$ cat config.mk
export PLATFORM = sky130hd
export DESIGN_NAME = match_sched
export DESIGN_NICKNAME = d
export VERILOG_FILES = /design/src/rtl/match_sched.sv
export SDC_FILE = /design/constraint.sdc
export NUM_CORES = 1
export LEC_CHECK = 0
export BUFFER_PORTS_ARGS = -buffer_cell sky130_fd_sc_hd__buf_2
export CAP_MARGIN = 20
export CORE_ASPECT_RATIO = 0.6
export CORE_MARGIN = 3
export CORE_UTILIZATION = 33
export DETAILED_ROUTE_END_ITERATION = 8
export MAX_ROUTING_LAYER = met4
export PLACE_DENSITY = 0.64
export SYNTH_ARGS = -nofsm -noshare
export SYNTH_HDL_FRONTEND = slang
export SYNTH_SLANG_ARGS = --single-unit
export TNS_END_PERCENT = 1
$ cat constraint.sdc
create_clock -name slow_clk -period 4.75 [get_ports slow_clk]
set_clock_uncertainty 0.1 [all_clocks]
set_input_delay 0.7125 -clock slow_clk [delete_from_list [all_inputs] [get_ports slow_clk]]
set_output_delay 0.7125 -clock slow_clk [all_outputs]
set_load 0.03 [all_outputs]
$ cat src/rtl/match_sched.sv
// match_sched: session FSM plus two-lane round-robin match arbiter.
// Ports: slow_clk, reset (async, active-high), start, stop, req_a, req_b;
// outputs gnt_a, gnt_b, enable_count, trade_count[7:0], halt_signal,
// state[1:0].
// Optional feature: define SCHED_COOLDOWN_EN to force COOLDOWN idle
// cycles after every grant.
module match_sched #(
    parameter int MAX_TRADES = 99,
    parameter int COOLDOWN   = 2
) (
    input  logic       slow_clk,
    input  logic       reset,
    input  logic       start,
    input  logic       stop,
    input  logic       req_a,
    input  logic       req_b,
    output logic       gnt_a,
    output logic       gnt_b,
    output logic       enable_count,
    output logic [7:0] trade_count,
    output logic       halt_signal,
    output logic [1:0] state
);

    typedef enum logic [1:0] {
        S_IDLE   = 2'b00,
        S_OPEN   = 2'b01,
        S_HALTED = 2'b10,
        S_CLOSED = 2'b11
    } state_t;

    if (MAX_TRADES < 1 || MAX_TRADES > 255) begin : g_bad_max
        $error("match_sched: MAX_TRADES out of range 1..255");
    end
    if (COOLDOWN < 1 || COOLDOWN > 15) begin : g_bad_cd
        $error("match_sched: COOLDOWN out of range 1..15");
    end

    localparam logic [7:0] MAX_TC = 8'(MAX_TRADES);

    state_t     st;
    logic       ptr_b;   // 1: lane B granted last, so A wins a tie
    logic       elig_a;
    logic       elig_b;
    logic       pick_a;
    logic       pick_b;
    logic       cd_ok;
    logic       grant;
    logic [7:0] tc_nxt;

    // A lane that holds gnt this cycle is dropping its request,
    // so it cannot be granted again on the next edge.
    always_comb begin
        elig_a = req_a & ~gnt_a;
        elig_b = req_b & ~gnt_b;
        pick_a = elig_a & (~elig_b | ptr_b);
        pick_b = elig_b & (~elig_a | ~ptr_b);
        grant  = (st == S_OPEN) & ~stop & cd_ok
               & (pick_a | pick_b);
        tc_nxt = trade_count + 8'd1;
    end

`ifdef SCHED_COOLDOWN_EN
    logic [3:0] cd_cnt;

    assign cd_ok = (cd_cnt == 4'd0);

    always_ff @(posedge slow_clk or posedge reset) begin
        if (reset) begin
            cd_cnt <= 4'd0;
        end else if (st != S_OPEN || stop) begin
            cd_cnt <= 4'd0;
        end else if (grant) begin
            // A grant that halts the session also leaves OPEN.
            if (tc_nxt == MAX_TC) begin
                cd_cnt <= 4'd0;
            end else begin
                cd_cnt <= 4'(COOLDOWN);
            end
        end else if (cd_cnt != 4'd0) begin
            cd_cnt <= cd_cnt - 4'd1;
        end
    end
`else
    assign cd_ok = 1'b1;
`endif

    always_ff @(posedge slow_clk or posedge reset) begin
        if (reset) begin
            st           <= S_IDLE;
            gnt_a        <= 1'b0;
            gnt_b        <= 1'b0;
            enable_count <= 1'b0;
            trade_count  <= 8'd0;
            halt_signal  <= 1'b0;
            ptr_b        <= 1'b1;
        end else begin
            gnt_a        <= 1'b0;
            gnt_b        <= 1'b0;
            enable_count <= 1'b0;
            unique case (st)
                S_IDLE: begin
                    if (start) begin
                        st <= S_OPEN;
                    end
                end
                S_OPEN: begin
                    if (stop) begin
                        st <= S_CLOSED;
                    end else if (grant) begin
                        gnt_a        <= pick_a;
                        gnt_b        <= pick_b;
                        enable_count <= 1'b1;
                        ptr_b        <= pick_b;
                        trade_count  <= tc_nxt;
                        if (tc_nxt == MAX_TC) begin
                            st          <= S_HALTED;
                            halt_signal <= 1'b1;
                        end
                    end
                end
                S_HALTED: begin
                    if (stop) begin
                        st          <= S_CLOSED;
                        halt_signal <= 1'b0;
                    end
                end
                S_CLOSED: begin
                    halt_signal <= 1'b0;
                    if (start) begin
                        st          <= S_OPEN;
                        trade_count <= 8'd0;
                    end
                end
                default: begin
                    st <= S_IDLE;
                end
            endcase
        end
    end

    assign state = st;

endmodule

-- Word-level counts from Yosys, hierarchy flattened
Cells that the tools add are included.
- $add $sub $neg: 1
- eq/ne operators: 12
- multiplexer cells: 24
- bitwise gates (word level): 15
- reduce and logical (&&, ||, !) cells: 8
- operators by type and width (operator ; number):
    two-way mux 8 bit ; 3
    case mux 8 bit (2 select lines) ; 1
    two-way mux 1 bit ; 13
    two-way mux 2 bit ; 5
    adder 8 x 1 -> 8 bit, second input constant ; 1
    equality test 8 x 7 -> 1 bit, second input constant ; 1
    != test 2 bit, second input constant ; 4
    AND reduction 4 bit ; 2
    AND 1 bit ; 6
    inverter 1 bit ; 6
    case mux 2 bit (3 select lines) ; 1
    AND reduction 5 bit ; 1
    equality test 2 bit, second input constant ; 2
    != test 2 x 1 -> 1 bit, second input constant ; 2
    != test 3 x 2 -> 1 bit, second input constant ; 1
    != test 3 bit, second input constant ; 1
    OR 1 bit ; 3
    case mux 1 bit (3 select lines) ; 1
    AND reduction 3 bit ; 1
    nonzero test 3 bit ; 1
    equality test 2 x 1 -> 1 bit, second input constant ; 1
    zero test 2 bit ; 1
    nonzero test 2 bit ; 1
    OR reduction 2 bit ; 1
- register bits: 15
- input bits: 6
- output and inout port bits: 14
- logic and storage cells: 67

-- Logic depth before layout (Yosys ltp)
- word-level depth: 10
- mapped depth: 8
- mapped depth without buffers: 7

-- Worst setup path after synthesis
Ideal clock, no wire load.
- kind: register -> register
- start point: reg trade_count[0]
- end point: reg st[1] (netlist: state[1])
- library setup time: 0.080 ns
- arrival time: 1.788 ns
- data required time: 4.570 ns
- setup slack: 2.782 ns
- stages on the path, launching flop included: 7
- path buffers: 0
- period minus slack after synthesis: 1.968 ns
- cell sequence: dfrtp_1 ha_1 nand3_1 nor3_1 or3_1 a211o_1 o211ai_2
- word-level cells in the longest chain between the ends: 4
- RTL lines (what ; RTL line ; text):
    start, declared ; 20 ; output logic [7:0] trade_count,
    start signal, assigned ; 115 ; trade_count <= tc_nxt;
    adder 8 x 1 -> 8 bit ; 60 ; tc_nxt = trade_count + 8'd1;
    equality test 8 x 7 -> 1 bit ; 116 ; if (tc_nxt == MAX_TC) begin
    != test 3 x 2 -> 1 bit (no source line) ; n/a ;
    AND reduction 4 bit (no source line) ; n/a ;
    end signal, assigned ; 117 ; st <= S_HALTED;
    end signal, assigned ; 124 ; st <= S_CLOSED;
    end signal, assigned ; 131 ; st <= S_OPEN;
    end, declared ; 41 ; state_t st;
Every way passes these cells.
A chain may end at the register's enable or synchronous reset.

-- Final worst setup path
- start point: reg st[1] (netlist: state[1])
- end point: reg trade_count[7]
- word-level cells in the longest chain between the ends: 5
- elaborated cells on any way between the ends: 10
- those cells by class: eq/ne (5); mux (1); bitwise (2); reduce/logical (2)
- RTL lines (what ; RTL line ; text):
    start signal, assigned ; 90 ; st <= S_IDLE;
    start signal, assigned ; 104 ; st <= S_OPEN;
    start signal, assigned ; 109 ; st <= S_CLOSED;
    equality test 2 x 1 -> 1 bit ; 58, 101 ;
    AND 1 bit ; 58 ; grant = (st == S_OPEN) & ~stop & cd_ok
    AND 1 bit ; 59 ; & (pick_a | pick_b);
    != test 2 bit (no source line) ; n/a ;
    AND reduction 4 bit (no source line) ; n/a ;
Several ways; a longest one is shown, not always the timed one.

==> summary.md <==
| Metric | Value |
|---|---|
| Least-Margin Pin Slew | `800 ps` |
| Hold_sp | `ptr_b` |
| Port bufs | `19` |
| Number of global-route vias before repair | `794` |
| R2R setup slack | `2580 ps` |
| Syn Area/Cell | `8.95 um^2` |
| Setup Fix Bufs, Post-CTS | `0` |
| Clock Latency Late Sink | `240 ps` |
| Gr usage total | `0.130` |
| Core ar. | `0.00268 mm^2` |
| Chip height | `48.5 um` |
| CP Launch Type | `flop` |
| Max-cap violation count | `0` |
| DR DRC count | `0` |
| First-pass GRT wire length | `3.77 mm` |
| Worst-path fanout max | `12` |
| P_leak | `0.551 nW` |
| Number of diodes | `0` |
| Layout area overhead | `16.5%` |
| Largest net degree at the start of global routing | `16` |
| CTS root buf | `clkbuf_8` |
| Critical-path cell list | `inv_1 -> ha_1 -> nor2b_1 -> o211ai_1 -> a31oi_1 -> o21ai_0 -> o41ai_1` |
| Final Setup Violations | `0` |
| Pwr Density | `431 mW/mm^2` |
| Netlist cell types | `37` |
| Rows | `14` |
| Synth top cells by count | `14 x dfrtp_1, 13 x o21ai_0, 11 x nand2_1` |
| Clk buf depth | `2` |
| Hold WC Path Type | `flop to flop` |
| Fin crit share | `0.456` |
| Setup TNS | `0 ps` |
| Layout cells sized above 1 | `0.215` |
| Cell area after synthesis | `993 um^2` |
| H-tree levels | `1` |
| Post-detail-place hpwl | `1.69 mm` |
| Via/cell ratio | `5.17` |
| Max stage delay cell, worst path | `dfrtp_1` |
| Critical Path Source | `state[1]` |
| Gate Count Post-Synth | `111` |
| RSZ-0062 raised after global routing | `false` |
| Max IR drop VDD | `0.313 mV` |
| Top FF cell, synth | `dfrtp_1` |
| Initial Utilization | `0.371` |
| Status | `complete, no violations` |
| DRT Pass-1 Iters | `4` |
| # hold bufs at CTS | `0` |
| Post-synth top area share | `0.353` |
| Hold Vio Cnt, Final | `0` |
| Post-DRT Antenna Nets | `0` |
| EDFF count, synth | `0` |
| Max Slew Vio Count | `0` |
| Seq/Total Area, Yosys | `0.379` |
| DRT iter0 DRCs | `89` |
| Die ar. | `0.00373 mm^2` |
| Post-Layout Cell Count | `170` |
| Die Wd | `76.8 um` |
| Critical path class | `flop to flop` |
| Final net count | `143` |
| CTS Buf Count | `3` |
| Routed via count | `879` |
| Syn Nets | `123` |
| Largest area contributor in the netlist | `dfrtp_1` |
| Crit path capture type | `flop` |
| # clock sinks | `15` |
| Initial antenna violation count | `0` |
| CTS tree | `yes` |
| Avg WL per Cell | `12.7 um` |
| Rel. slew slack | `0.464` |
| Fin crit period | `2170 ps` |
| Worst reg2reg startpoint | `state[1]` |
| Ys async rst share | `1.00` |
| I/O Pins | `20` |
| Top achievable clock speed | `461 MHz` |
| Grt ovf | `0` |
| Yosys warning total | `0` |
| Slowest stage delay, CP | `420 ps` |
| Main area contributors after synthesis | `dfrtp_1 35%, ha_1 7.6%, o21ai_0 6.5%, nand2_1 4.2%, a21oi_1 3.0%` |
| CTS-repair resized insts | `0` |
| Yosys reg bits | `15` |
| Clk pin slew, worst setup/hold paths | `60 ps` |
| Final weighted congestion in routability-driven placement | `0.795` |
| Crit path arrival time | `2200 ps` |
| Placed insts | `166` |
| Top-count cell post-synth | `dfrtp_1` |
| Critical Path RT | `4780 ps` |
| Drt total wl | `2.16 mm` |
cell usage in the layout (no fill, tap or decap), types with 2 or more instances in the layout:
master    instances
inv_1             6
xor2_1            2
nor3_1            5
o41ai_1           3
o21ai_0          13
nand2_1          11
nand3_1           5
nand2b_1          4
nor2_1            7
a21oi_1           6
dfrtp_1          14
ha_1              6
nor2b_1           3
clkbuf_8          3
buf_2            19
cell type report:
| type | instances | area (um^2) |
|---|---|---|
| clock buffers | 4 | 45.0 |
| fillers | 274 | 1520 |
| inverters | 6 | 22.5 |
| multi-input cells | 86 | 568 |
| flip-flops and latches | 15 | 377 |
| well taps | 40 | 50.0 |
| repair buffers | 19 | 95.1 |
metal layers:
layer  GRT usage  up-vias  wire [um]
li1            -      437          -
met4      0.0361        0          9
met2       0.163       22        837
met1       0.194      418       1180
met3      0.0407        2        136
met5           -        -          0
flip-flops by register name, indices dropped and copies added (netlist names):
register      flops
trade_count       8
state             2
enable_count      1
gnt_a             1
gnt_b             1
halt_signal       1
ptr_b             1
cell families (layout without fill, tap and decap cells):
family                     after synthesis  after routing  synth area share
xor gates and xnor gates                 3              3            0.0265
DFF                                     15             15             0.379
buffers and inverters                   10             29            0.0491
adders and majority gates                6              6            0.0756
and+or+nand+nor                         43             43             0.241
AOI/OAI and AO/OA                       34             34             0.229
critical path: cells and delay by family (launching register included):
kind,cells,cell delay [ps]
AOI/OAI and AO/OA,4,840
DFF,1,420
and+or+nand+nor,1,340
adders and majority gates,1,240
buffers and inverters,1,120
stage by stage:
stage	setup slack, ps	util	instance area [um^2]	total power [W]	hold WS, ps
final	2580	0.432	1160	0.000498	413
after global routing	2340	0.432	1160	0.000537	456
after CTS	2570	0.432	1160	0.000503	419
after detailed placement	2400	0.415	1110	0.000400	409
after global placement	2510	0.415	1110	0.000392	405
after floorplan	2780	-	993	0.000340	386
path summary, 6_finish.rpt:
| kind | endpoint | cells past startpoint |
|---|---|---|
| min reg2reg | ptr_b | 2 |
| max | trade_count[7] | 7 |
| min | ptr_b | 2 |
| max in group asynchronous | trade_count[4] | 2 |
| max reg2reg | trade_count[7] | 7 |
| min in group asynchronous | trade_count[6] | 2 |
report_power, final:
part	switching (W)	internal (W)
logic	0.000139	0.0000686
registers	0.0000332	0.000157
clock network	0.0000408	0.0000593
No activity file was read; power rests on OpenSTA's default activity.
